$ cat src/rtl/rmii_tx_framer.sv
// RMII transmit framer: preamble/SFD, LSB-first dibit serialisation of a byte
// stream, optional CRC-32 FCS, and inter-frame gap enforcement.
module rmii_tx_framer #(
    parameter int PREAMBLE_BYTES = 7,
    parameter bit ADD_FCS        = 1'b1,
    parameter int IFG_CYCLES     = 48
) (
    input  logic       clk_50,
    input  logic       rst_n,
    input  logic [7:0] s_data,
    input  logic       s_valid,
    input  logic       s_last,
    output logic       s_ready,
    output logic       tx0,
    output logic       tx1,
    output logic       tx_en,
    output logic       busy,
    output logic       frame_done,
    output logic       err_underrun
);

    typedef enum logic [2:0] {
        ST_IDLE,
        ST_PREAMBLE,
        ST_DATA,
        ST_FCS,
        ST_IFG,
        ST_DRAIN
    } state_t;

    localparam logic [5:0]  SFD_LAST = 6'((PREAMBLE_BYTES + 1) * 4 - 1);
    localparam logic [7:0]  IFG_LAST = 8'(IFG_CYCLES - 1);
    localparam logic [31:0] CRC_POLY = 32'hEDB88320;

    state_t      state_q, state_d;
    logic [5:0]  cnt_q, cnt_d;
    logic [7:0]  ifg_cnt_q, ifg_cnt_d;
    logic [31:0] shift_q, shift_d;
    logic        last_q, last_d;
    logic [31:0] crc_q, crc_d;
    logic        tx_en_q, tx_en_d;
    logic [1:0]  dibit_q, dibit_d;
    logic        frame_done_q, frame_done_d;
    logic        underrun_q, underrun_d;
    logic        fetch_slot;

    // Reflected CRC-32, one payload byte per call.
    function automatic logic [31:0] crc32_byte(input logic [31:0] crc, input logic [7:0] data);
        logic [31:0] c;
        c = crc ^ {24'h0, data};
        for (int i = 0; i < 8; i++) begin
            c = c[0] ? ((c >> 1) ^ CRC_POLY) : (c >> 1);
        end
        return c;
    endfunction

    // A byte is fetched while the final dibit of the SFD or of a non-last byte is on the wire.
    assign fetch_slot = ((state_q == ST_PREAMBLE) && (cnt_q == SFD_LAST)) ||
                        ((state_q == ST_DATA) && (cnt_q == 6'd3) && !last_q);

    always_ff @(posedge clk_50 or negedge rst_n) begin
        if (!rst_n) begin
            state_q      <= ST_IDLE;
            cnt_q        <= '0;
            ifg_cnt_q    <= '0;
            shift_q      <= '0;
            last_q       <= 1'b0;
            crc_q        <= '1;
            tx_en_q      <= 1'b0;
            dibit_q      <= 2'b00;
            frame_done_q <= 1'b0;
            underrun_q   <= 1'b0;
        end else begin
            state_q      <= state_d;
            cnt_q        <= cnt_d;
            ifg_cnt_q    <= ifg_cnt_d;
            shift_q      <= shift_d;
            last_q       <= last_d;
            crc_q        <= crc_d;
            tx_en_q      <= tx_en_d;
            dibit_q      <= dibit_d;
            frame_done_q <= frame_done_d;
            underrun_q   <= underrun_d;
        end
    end

    always_comb begin
        state_d   = state_q;
        cnt_d     = cnt_q;
        ifg_cnt_d = ifg_cnt_q;
        shift_d   = shift_q;
        last_d    = last_q;
        crc_d     = crc_q;
        case (state_q)
            ST_IDLE: begin
                crc_d = '1;
                cnt_d = '0;
                if (s_valid) begin
                    state_d = ST_PREAMBLE;
                end
            end
            ST_PREAMBLE: begin
                if (cnt_q == SFD_LAST) begin
                    if (s_valid) begin
                        state_d = ST_DATA;
                        cnt_d   = '0;
                        shift_d = {24'h0, s_data};
                        last_d  = s_last;
                        crc_d   = crc32_byte(crc_q, s_data);
                    end else begin
                        state_d = ST_DRAIN;
                    end
                end else begin
                    cnt_d = cnt_q + 6'd1;
                end
            end
            ST_DATA: begin
                if (cnt_q == 6'd3) begin
                    cnt_d = '0;
                    if (last_q) begin
                        if (ADD_FCS) begin
                            state_d = ST_FCS;
                            shift_d = ~crc_q;
                        end else begin
                            state_d   = ST_IFG;
                            ifg_cnt_d = '0;
                        end
                    end else if (s_valid) begin
                        shift_d = {24'h0, s_data};
                        last_d  = s_last;
                        crc_d   = crc32_byte(crc_q, s_data);
                    end else begin
                        state_d = ST_DRAIN;
                    end
                end else begin
                    cnt_d   = cnt_q + 6'd1;
                    shift_d = shift_q >> 2;
                end
            end
            ST_FCS: begin
                if (cnt_q == 6'd15) begin
                    state_d   = ST_IFG;
                    ifg_cnt_d = '0;
                end else begin
                    cnt_d   = cnt_q + 6'd1;
                    shift_d = shift_q >> 2;
                end
            end
            ST_IFG: begin
                crc_d = '1;
                if (ifg_cnt_q == IFG_LAST) begin
                    cnt_d = '0;
                    // A waiting frame skips IDLE so the gap is exactly IFG_CYCLES.
                    state_d = s_valid ? ST_PREAMBLE : ST_IDLE;
                end else begin
                    ifg_cnt_d = ifg_cnt_q + 8'd1;
                end
            end
            ST_DRAIN: begin
                if (s_valid && s_last) begin
                    state_d   = ST_IFG;
                    ifg_cnt_d = '0;
                end
            end
            default: begin
                state_d = ST_IDLE;
            end
        endcase
    end

    always_comb begin
        tx_en_d      = 1'b0;
        dibit_d      = 2'b00;
        frame_done_d = 1'b0;
        underrun_d   = 1'b0;
        s_ready      = fetch_slot || (state_q == ST_DRAIN);
        busy         = (state_q != ST_IDLE);
        case (state_d)
            ST_PREAMBLE: begin
                tx_en_d = 1'b1;
                dibit_d = (cnt_d == SFD_LAST) ? 2'b11 : 2'b01;
            end
            ST_DATA, ST_FCS: begin
                tx_en_d = 1'b1;
                dibit_d = shift_d[1:0];
            end
            default: begin
                tx_en_d = 1'b0;
                dibit_d = 2'b00;
            end
        endcase
        if (((state_q == ST_DATA) || (state_q == ST_FCS)) && (state_d == ST_IFG)) begin
            frame_done_d = 1'b1;
        end
        if (((state_q == ST_PREAMBLE) || (state_q == ST_DATA)) && (state_d == ST_DRAIN)) begin
            underrun_d = 1'b1;
        end
    end

    assign tx0          = dibit_q[0];
    assign tx1          = dibit_q[1];
    assign tx_en        = tx_en_q;
    assign frame_done   = frame_done_q;
    assign err_underrun = underrun_q;

endmodule

$ cat config.mk
export PLATFORM = sky130hd
export DESIGN_NAME = rmii_tx_framer
export DESIGN_NICKNAME = d
export VERILOG_FILES = /design/src/rtl/rmii_tx_framer.sv
export SDC_FILE = /design/constraint.sdc
export NUM_CORES = 1
export LEC_CHECK = 0
export BUFFER_PORTS_ARGS = -buffer_cell sky130_fd_sc_hd__buf_2
export CORE_MARGIN = 2
export CORE_UTILIZATION = 55
export CTS_BUF_LIST = sky130_fd_sc_hd__clkbuf_8
export DETAILED_ROUTE_END_ITERATION = 16
export PLACE_DENSITY = 0.77
export SYNTH_ARGS = -nofsm -noshare
export SYNTH_HDL_FRONTEND = slang
export SYNTH_SLANG_ARGS = --single-unit
$ cat constraint.sdc
create_clock -name clk_50 -period 5.9 [get_ports clk_50]
set_input_delay 0.295 -clock clk_50 [delete_from_list [all_inputs] [get_ports clk_50]]
set_output_delay 0.295 -clock clk_50 [all_outputs]
set_load 0.05 [all_outputs]
==> flow_summary.yaml, run 1 <==
cts:
  cts_resized: 0
  cts-root-buf: "clkbuf_8"
  max-clock-path-buffers: 2
  tritoncts: "yes"
  cts_made_buffers: 9
  clock-sinks: 85
  clk_pin_slew_ps: 80
  worstSkewPairLatency_ps: 360
  htree_levels: 3
global_route:
  grt_max_degree: 65
  grt_pass1_vias: 3617
  antenna_found_initial: 0
  grtUsageTotal_pct: 23.1
  grt_first_pass_wirelength_um: 17700
  overflow: 0
sta:
  hold_violations: 0
  slew_violations: 0
  worst_pin_slew_ps: 1210
  tns_ps: 0
  fin_crit_ps: 3090
  post-route-period-util_pct: 52.4
  setup_viol: 0
  rsz0062_at_grt: "false"
  slew_headroom_pct: 19.5
  finClkSkew_ps: 12.2
  timing.fmax_mhz: 323
worst_setup_path:
  cp_slowest_cell: "and2_1"
  path_class: "register to register"
  crit_path_start_kind: "register"
  arrival_ps: 3350
  end_kind: "register"
  critPathMaxStageDelay_ps: 590
  cp_top_family: "simple AND/OR/NAND/NOR gates"
  crit_buf_inv: 1
  worst_r2r_path_depth: 8
  cp_max_fo: 33
  required_ps: 6150
  cp_cell_sequence: "ha_1 > and4b_1 > nand3_1 > and2_1 > a21oi_2 > buf_4 > nand3b_1 > o41ai_2"
  crit_cells: 8
logic_synthesis:
  yosysTopAreaCellShare_pct: 28.0
  ys.flop_type: "dfrtp_1"
  synthesis.nets: 492
  synthCells: 478
  syn-cell-area_mm2: 0.00474
  netlist_top_cells_area: "dfrtp_1 (28%), dfstp_2 (18%), xnor2_1 (8.0%)"
  avgSynthCellArea_um2: 9.91
  synth_commonest_cells: "nor2_1 (58), dfrtp_1 (53), xnor2_1 (43), a31oi_1 (33), o21ai_0 (33)"
  synth-edff-count: 0
  seq_area_frac_synth_pct: 45.7
  yosysMostFrequentCell: "nor2_1"
  synth_async_sr_flop_share_pct: 100
  ys_seq_elements: 85
  synth.distinct_cells: 59
  synth_largest_area_cell: "dfrtp_1"
  yosys_warnings: 0
drt:
  avgViaCountPerCell: 6.11
  remaining_drc_errors: 0
  wirelength_um: 10500
  avgRoutedWirePerCell_um: 17.8
  vias: 3606
  antenna_left: 0
  drt_iter0_drc: 299
  dr.pass1.iters: 6
pwr:
  clockPowerShare_pct: 19.5
  comb_power_share_pct: 46.0
  intPower_mw: 1.53
  ir_worst_vdd_mv: 0.410
  power_density_mw_per_mm2: 499
  power.share.switching_pct: 39.9
  switchingPower_mw: 1.01
  finalPower_mw: 2.54
  p_seq_share_pct: 34.5
  p_leak_nw: 2.05
outcome:
  status: "complete, no violations"
die:
  die_width_um: 96.8
  dieArea_mm2: 0.00937
  die_h_um: 96.8
  start_util_pct: 57.1
  std_cell_rows: 33
  core_region_area_mm2: 0.00830
  pin_count: 19
placement:
  gp_congestion: 0.903
  io_buffers: 18
  hpwl_um: 6970
  dp.cells: 574
final_layout:
  fin_nets: 495
  layout-drive-gt1-share_pct: 17.9
  instances_no_fill: 590
  diodes: 0
  area_growth_pct: 7.55
worst_hold_path:
  hp-class: "input pin to register"
  hold_depth: 3
run:
  cap_viol_max_count: 0
## worst min-delay path, stage by stage
cell and delay, ps:
buf_2 120, a221oi_2 70, o41ai_2 50
## flip-flops by register name, summed over array words and instances (netlist names)
register / flops
cnt_q: 6
crc_q: 32
dibit_q: 2
err_underrun: 1
frame_done: 1
ifg_cnt_q: 8
last_q: 1
shift_q: 30
state_q: 3
tx_en: 1
## per-stage QoR
stage	setup slack (ps)	area [um2]	hold slack (ps)	util, %
3_5_place_dp	2870	4850	201	58.4
6_report	2810	5090	212	61.4
4_1_cts	2830	5090	210	61.4
5_1_grt	2530	5090	217	61.4
2_1_floorplan	3800	4740	-0.591	-
3_3_place_gp	3010	4850	200	58.4
## metal layers
| layer | GRT usage, % | wire length (um) | vias up |
|---|---|---|---|
| met4 | 5.74 | 103 | 0 |
| met1 | 30.1 | 4520 | 1784 |
| met5 | 0 | 0 | - |
| li1 | - | - | 1718 |
| met2 | 38.7 | 5270 | 91 |
| met3 | 5.85 | 592 | 13 |
## layout make-up
cell class                 instances  area, um2
fill                             681       3200
multi-input combinational        359       2420
sequential                        85       2170
clock buffer                      10        138
tap                              105        131
timing repair buffer              21        118
clock inverter                     5        101
inverter                           5       18.8
## final timing paths
path / startpoint / end / slack [ps]
max in group asynchronous: rst_n / shift_q[4] / 4460
hold / removal: s_data[1] / dibit_q[1] / 210
hold reg to reg: shift_q[7] / shift_q[7] / 490
setup reg to reg: cnt_q[0] / dibit_q[1] / 2810
setup / recovery: cnt_q[0] / dibit_q[1] / 2810
min in group asynchronous: rst_n / err_underrun / 350
## layout by cell type, fill, tap and decap left out, types with 2 or more instances in the layout
cell type / instances
a211o_1: 2
o21ai_1: 2
o22ai_1: 2
ha_1: 2
a22oi_1: 22
and2_1: 5
buf_2: 17
nor3b_1: 2
bufinv_16: 3
and3_1: 4
xor2_1: 24
nand2b_1: 3
a31oi_1: 33
a21oi_2: 2
xnor2_2: 7
clkbuf_8: 10
nor2_1: 58
a221oi_1: 6
nand3b_1: 2
nor3_1: 6
a21o_1: 2
a211oi_1: 5
inv_1: 6
o31ai_1: 3
nand4_1: 5
buf_4: 3
xor2_2: 2
nand2_1: 29
o21ai_0: 33
dfrtp_1: 53
xnor2_1: 43
a21oi_1: 16
nand3_1: 7
nor2b_1: 5
nand4b_1: 2
dfstp_2: 32
a311o_1: 2
## what timing repair did
item,CTS,global route
buffers inserted,0,0
hold buffers,1,0
endpoints found under the hold margin,17,0
## power groups by stage
| stage | sequential (mW) | combinational, mW | clock, mW |
|---|---|---|---|
| after global placement | 0.880 | 1.15 | 0 |
| after detailed placement | 0.886 | 1.16 | 0 |
| after global routing | 0.899 | 1.29 | 0.529 |
| after floorplan | 0.840 | 0.980 | 0 |
| after CTS | 0.875 | 1.18 | 0.501 |
| final | 0.876 | 1.17 | 0.496 |
## cell families after synthesis
logic type	synth area share, %
compound gates	20.0
xor+xnor	16.6
fa+ha+maj	0.528
buf+inv	3.17
flops	45.7
simple gates	13.9
(Power assumes the default switching activity.)
==> inputs of run 2 (changes only) <==
- PLACE_DENSITY: 0.77 -> 0.8
- clock period: 5.9 -> 2.74 ns (I/O delays scaled with it)
==> flow_summary.yaml, run 2 (synthesis results as in run 1) <==
global_route:
  grt_first_pass_wirelength_um: 17400
  grt_max_degree: 86
  grtUsageTotal_pct: 22.7
  antenna_found_initial: 0
  overflow: 0
  grt_pass1_vias: 3440
sta:
  holdWs_ps: 36.1
  post-route-period-util_pct: 89.1
  tns_ps: 0
  timing.fmax_mhz: 409
  slew_violations: 0
  finClkSkew_ps: 11.7
  setup_viol: 0
  slew_headroom_pct: 32.2
  fin_ws_ps: 298
  rsz0062_at_grt: "false"
  worst_pin_slew_ps: 1020
  fin_crit_ps: 2440
  hold_violations: 0
drt:
  avgRoutedWirePerCell_um: 16.5
  avgViaCountPerCell: 6.03
  dr_wl_met2_um: 4920
  remaining_drc_errors: 0
  drt_iter0_drc: 233
  routed.top_layer: "met4"
  vias: 3625
  antenna_left: 0
  dr.pass1.iters: 6
  routed-wl-met3_um: 484
  wirelength_um: 9930
  met1Wirelength_um: 4360
final_layout:
  fin_util_pct: 62.0
  largest_reg_flops: 32
  most-common-layout-cells: "nor2_1 (58), dfrtp_1 (53), xnor2_1 (43)"
  area_growth_pct: 8.58
  top_regs: "crc_q (32), shift_q (30), ifg_cnt_q (8)"
  fin_nets: 505
  regMostFlops: "crc_q"
  diodes: 0
  fillers: 648
  instances_no_fill: 601
  layout-drive-gt1-share_pct: 20.0
  layout_commonest_cell: "nor2_1"
run:
  cap_viol_max_count: 0
cts:
  worstSkewPairLatency_ps: 370
  cts_setup_buffers: 0
  max-clock-path-buffers: 2
  cts_made_buffers: 9
  clock-sinks: 85
  clk_pin_slew_ps: 100
  htree_levels: 3
  cts_resized: 0
  tritoncts: "yes"
  cts-root-buf: "clkbuf_8"
worst_setup_path:
  end_kind: "register"
  path_class: "register to register"
  critPathMaxStageDelay_ps: 410
  cp_slowest_cell: "dfrtp_1"
  crit_buf_inv: 0
  crit_path_start_kind: "register"
  cp_top_family: "simple AND/OR/NAND/NOR gates"
  arrival_ps: 2730
  required_ps: 3030
  cp_max_fo: 9
  cp_cell_sequence: "ha_1 > and4b_1 > a311o_1 > o31a_1 > nand4_1 > or3_1 > a21oi_1"
placement:
  hpwl_um: 6870
  dp.cells: 584
  dpl_worst_slack_ps: 378
  gp_congestion: 0.918
  io_buffers: 18
die:
  dieArea_mm2: 0.00937
  start_util_pct: 57.1
  std_cell_rows: 33
  die_width_um: 96.8
  die_h_um: 96.8
  pin_count: 19
  core_region_area_mm2: 0.00830
outcome:
  status: "complete, no violations"
worst_hold_path:
  hp-class: "input pin to register"
pwr:
  p_leak_nw: 2.08
  ir_worst_vdd_mv: 0.790
  power_density_mw_per_mm2: 1040
run 2: cell types whose count changed in the layout (fill, tap and decap cells not counted), sizes merged:
cell,delta
bufinv,-3
clkbuf,-1
inv,+4
clkinvlp,-1
clkinv,+2
buf,+10
run 2: per-layer routing:
metal | track usage, % | vias to the layer above
met1 | 31.4 | 1759
met4 | 6.93 | 0
met2 | 36.3 | 111
met5 | 0 | -
li1 | - | 1740
met3 | 4.48 | 15
run 2: what timing repair did:
item,in CTS,in global routing
endpoints found under the setup margin,0,0
hold buffers,1,0
endpoints found under the hold margin,34,0
run 2: layout make-up:
cell class,count,area (um2),area share (%)
Timing Repair Buffer,31,205,3.99
Clock inverter,7,76.3,1.48
Tap cell,105,131,2.55
Multi-Input combinational cell,359,2420,47.1
Clock buffer,9,124,2.41
Sequential cell,85,2170,42.1
Inverter,5,18.8,0.365
run 2: tightest hold or removal path, cell delays in order:
cell and delay (ps):
buf_2 110, a221oi_1 70, nand2_1 50
run 2: report_power, final:
group	internal [mW]	total, mW	switching [mW]
Combinational	1.13	2.57	1.44
Sequential	1.60	1.88	0.281
Clock	0.364	0.890	0.526
run 2: worst paths after layout:
check	start	slack (ps)	cells past startpoint	to
setup / recovery	cnt_q[0]	300	7	ifg_cnt_q[6]
hold / removal	s_data[5]	40	3	shift_q[5]
setup reg to reg	cnt_q[0]	300	7	ifg_cnt_q[6]
hold reg to reg	shift_q[31]	500	2	shift_q[31]
max in group asynchronous	rst_n	1610	2	shift_q[28]
min in group asynchronous	rst_n	490	2	cnt_q[2]
run 2: metrics by stage:
step / area, um2 / total power, mW
finish: 5140 / 5.35
floorplan: 4740 / 3.92
global placement: 4930 / 4.41
detailed placement: 4930 / 4.46
global route: 5140 / 5.76
CTS: 5140 / 5.38
==> inputs of run 3 (changes only) <==
- PLACE_DENSITY: 0.8 -> 0.76
==> flow_summary.yaml, run 3 (synthesis results as in run 1) <==
outcome:
  status: "complete, no violations"
pwr:
  clockPowerShare_pct: 15.6
  comb_power_share_pct: 49.0
  switchingPower_mw: 2.23
  intPower_mw: 3.08
  power.share.switching_pct: 42.0
  power_density_mw_per_mm2: 1040
  p_leak_nw: 2.07
  p_seq_share_pct: 35.5
  ir_worst_vdd_mv: 0.897
worst_setup_path:
  path_class: "register to register"
  crit_path_start_kind: "register"
  reg2reg_to: "shift_q[21]"
  arrival_ps: 2710
  end_kind: "register"
  worst_r2r_path_depth: 8
  worstSetupEndpoint: "shift_q[21]"
  startpoint: "cnt_q[0]"
  required_ps: 2970
  rrSetupSlack_ps: 270
  reg2reg_from: "cnt_q[0]"
  cp_max_fo: 18
placement:
  hpwl_um: 6920
  io_buffers: 18
  gp_congestion: 0.926
sta:
  finClkSkew_ps: 12.8
  holdWs_ps: 45.4
  setup_viol: 0
  post-route-period-util_pct: 90.3
  slew_headroom_pct: 36.3
  timing.fmax_mhz: 404
  tns_ps: 0
  hold_violations: 0
  slew_violations: 0
  worst_pin_slew_ps: 956
  rsz0062_at_grt: "false"
  fin_crit_ps: 2470
cts:
  cts_made_buffers: 9
  max-clock-path-buffers: 2
  clock-sinks: 85
  cts-root-buf: "clkbuf_8"
  tritoncts: "yes"
  cts_resized: 0
  clk_pin_slew_ps: 90
  htree_levels: 3
  worstSkewPairLatency_ps: 360
final_layout:
  layout_commonest_cell: "nor2_1"
  largest_reg_flops: 32
  most-common-layout-cells: "nor2_1 (58), dfrtp_1 (53), xnor2_1 (43)"
  area_growth_pct: 8.29
  multi_input_area_mm2: 0.00242
  top_regs: "crc_q (32), shift_q (30), ifg_cnt_q (8)"
  fin_nets: 506
  fin_util_pct: 61.8
  diodes: 0
  fillers: 672
  regArea_mm2: 0.00217
  layout-drive-gt1-share_pct: 20.1
  regMostFlops: "crc_q"
drt:
  wirelength_um: 10100
  remaining_drc_errors: 0
  antenna_left: 0
  avgRoutedWirePerCell_um: 16.8
  avgViaCountPerCell: 5.87
  drt_iter0_drc: 262
  dr.pass1.iters: 4
  vias: 3532
global_route:
  grt_max_degree: 79
  grt_first_pass_wirelength_um: 17100
  grtUsageTotal_pct: 22.3
  antenna_found_initial: 0
  overflow: 0
  grt_pass1_vias: 3429
die:
  start_util_pct: 57.1
  die_width_um: 96.8
  dieArea_mm2: 0.00937
  core_region_area_mm2: 0.00830
  pin_count: 19
  die_h_um: 96.8
  std_cell_rows: 33
run:
  cap_viol_max_count: 0
worst_hold_path:
  hp-class: "input pin to register"
[run 3: cell count changes in the layout (fill, tap and decap cells not counted), sizes merged]
cell      delta
clkinvlp     +2
inv          -1
clkinv       -1
buf          +1
[run 3: worst min path at each step]
stage / start / to / slack (ps) / depth (start not counted)
2_1_floorplan: rst_n / cnt_q[0] / -160 / 0
3_3_place_gp: rst_n / cnt_q[2] / 340 / 1
3_5_place_dp: rst_n / cnt_q[2] / 350 / 1
4_1_cts: s_data[5] / shift_q[5] / 40 / 3
5_1_grt: s_data[4] / shift_q[4] / 40 / 2
6_report: s_data[5] / shift_q[5] / 50 / 3
[run 3: worst max-delay path, cell delays in order, from the launching register on]
cell,delay (ps)
dfrtp_1,420
ha_1,320
and4b_1,410
nand2_1,180
o31ai_1,350
a21oi_2,140
buf_4,220
a22oi_1,180
o21ai_0,120
[run 3: cell type report]
| cell class | instances | share of cell area (%) |
|---|---|---|
| Clock buffer | 9 | 2.41 |
| Clock inverter | 7 | 1.07 |
| Inverter | 5 | 0.366 |
| Multi-Input combinational cell | 359 | 47.2 |
| Sequential cell | 85 | 42.2 |
| Tap cell | 105 | 2.56 |
| Timing Repair Buffer | 32 | 4.15 |
[run 3: repair_timing]
item,4_1_cts,5_1_grt
buffers inserted,0,0
hold buffers,1,0
endpoints found under the hold margin,53,0
[run 3: stage by stage]
stage          cell area, um2  std cells  total power, mW  worst slack [ps]
4_1_cts                  5130        602             5.35               300
5_1_grt                  5130        602             5.69              69.4
3_5_place_dp             4940        585             4.49               378
3_3_place_gp             4940        585             4.45               459
2_1_floorplan            4740        478             3.92               641
6_report                 5130        602             5.31               266
[run 3: layer usage]
layer | vias to the layer above | share of wire, % | track usage, %
li1 | 1735 | - | -
met1 | 1731 | 45 | 29.3
met2 | 57 | 51 | 37.7
met3 | 9 | 3.1 | 4.41
met4 | 0 | 1.2 | 6.18
met5 | - | 0 | 0
[run 3: power by group through the flow]
stage	logic, mW	clock network [mW]	registers, mW
after CTS	2.62	0.846	1.88
after detailed placement	2.58	0	1.91
after global placement	2.56	0	1.89
after floorplan	2.11	0	1.81
after global routing	2.86	0.895	1.93
final	2.60	0.826	1.88
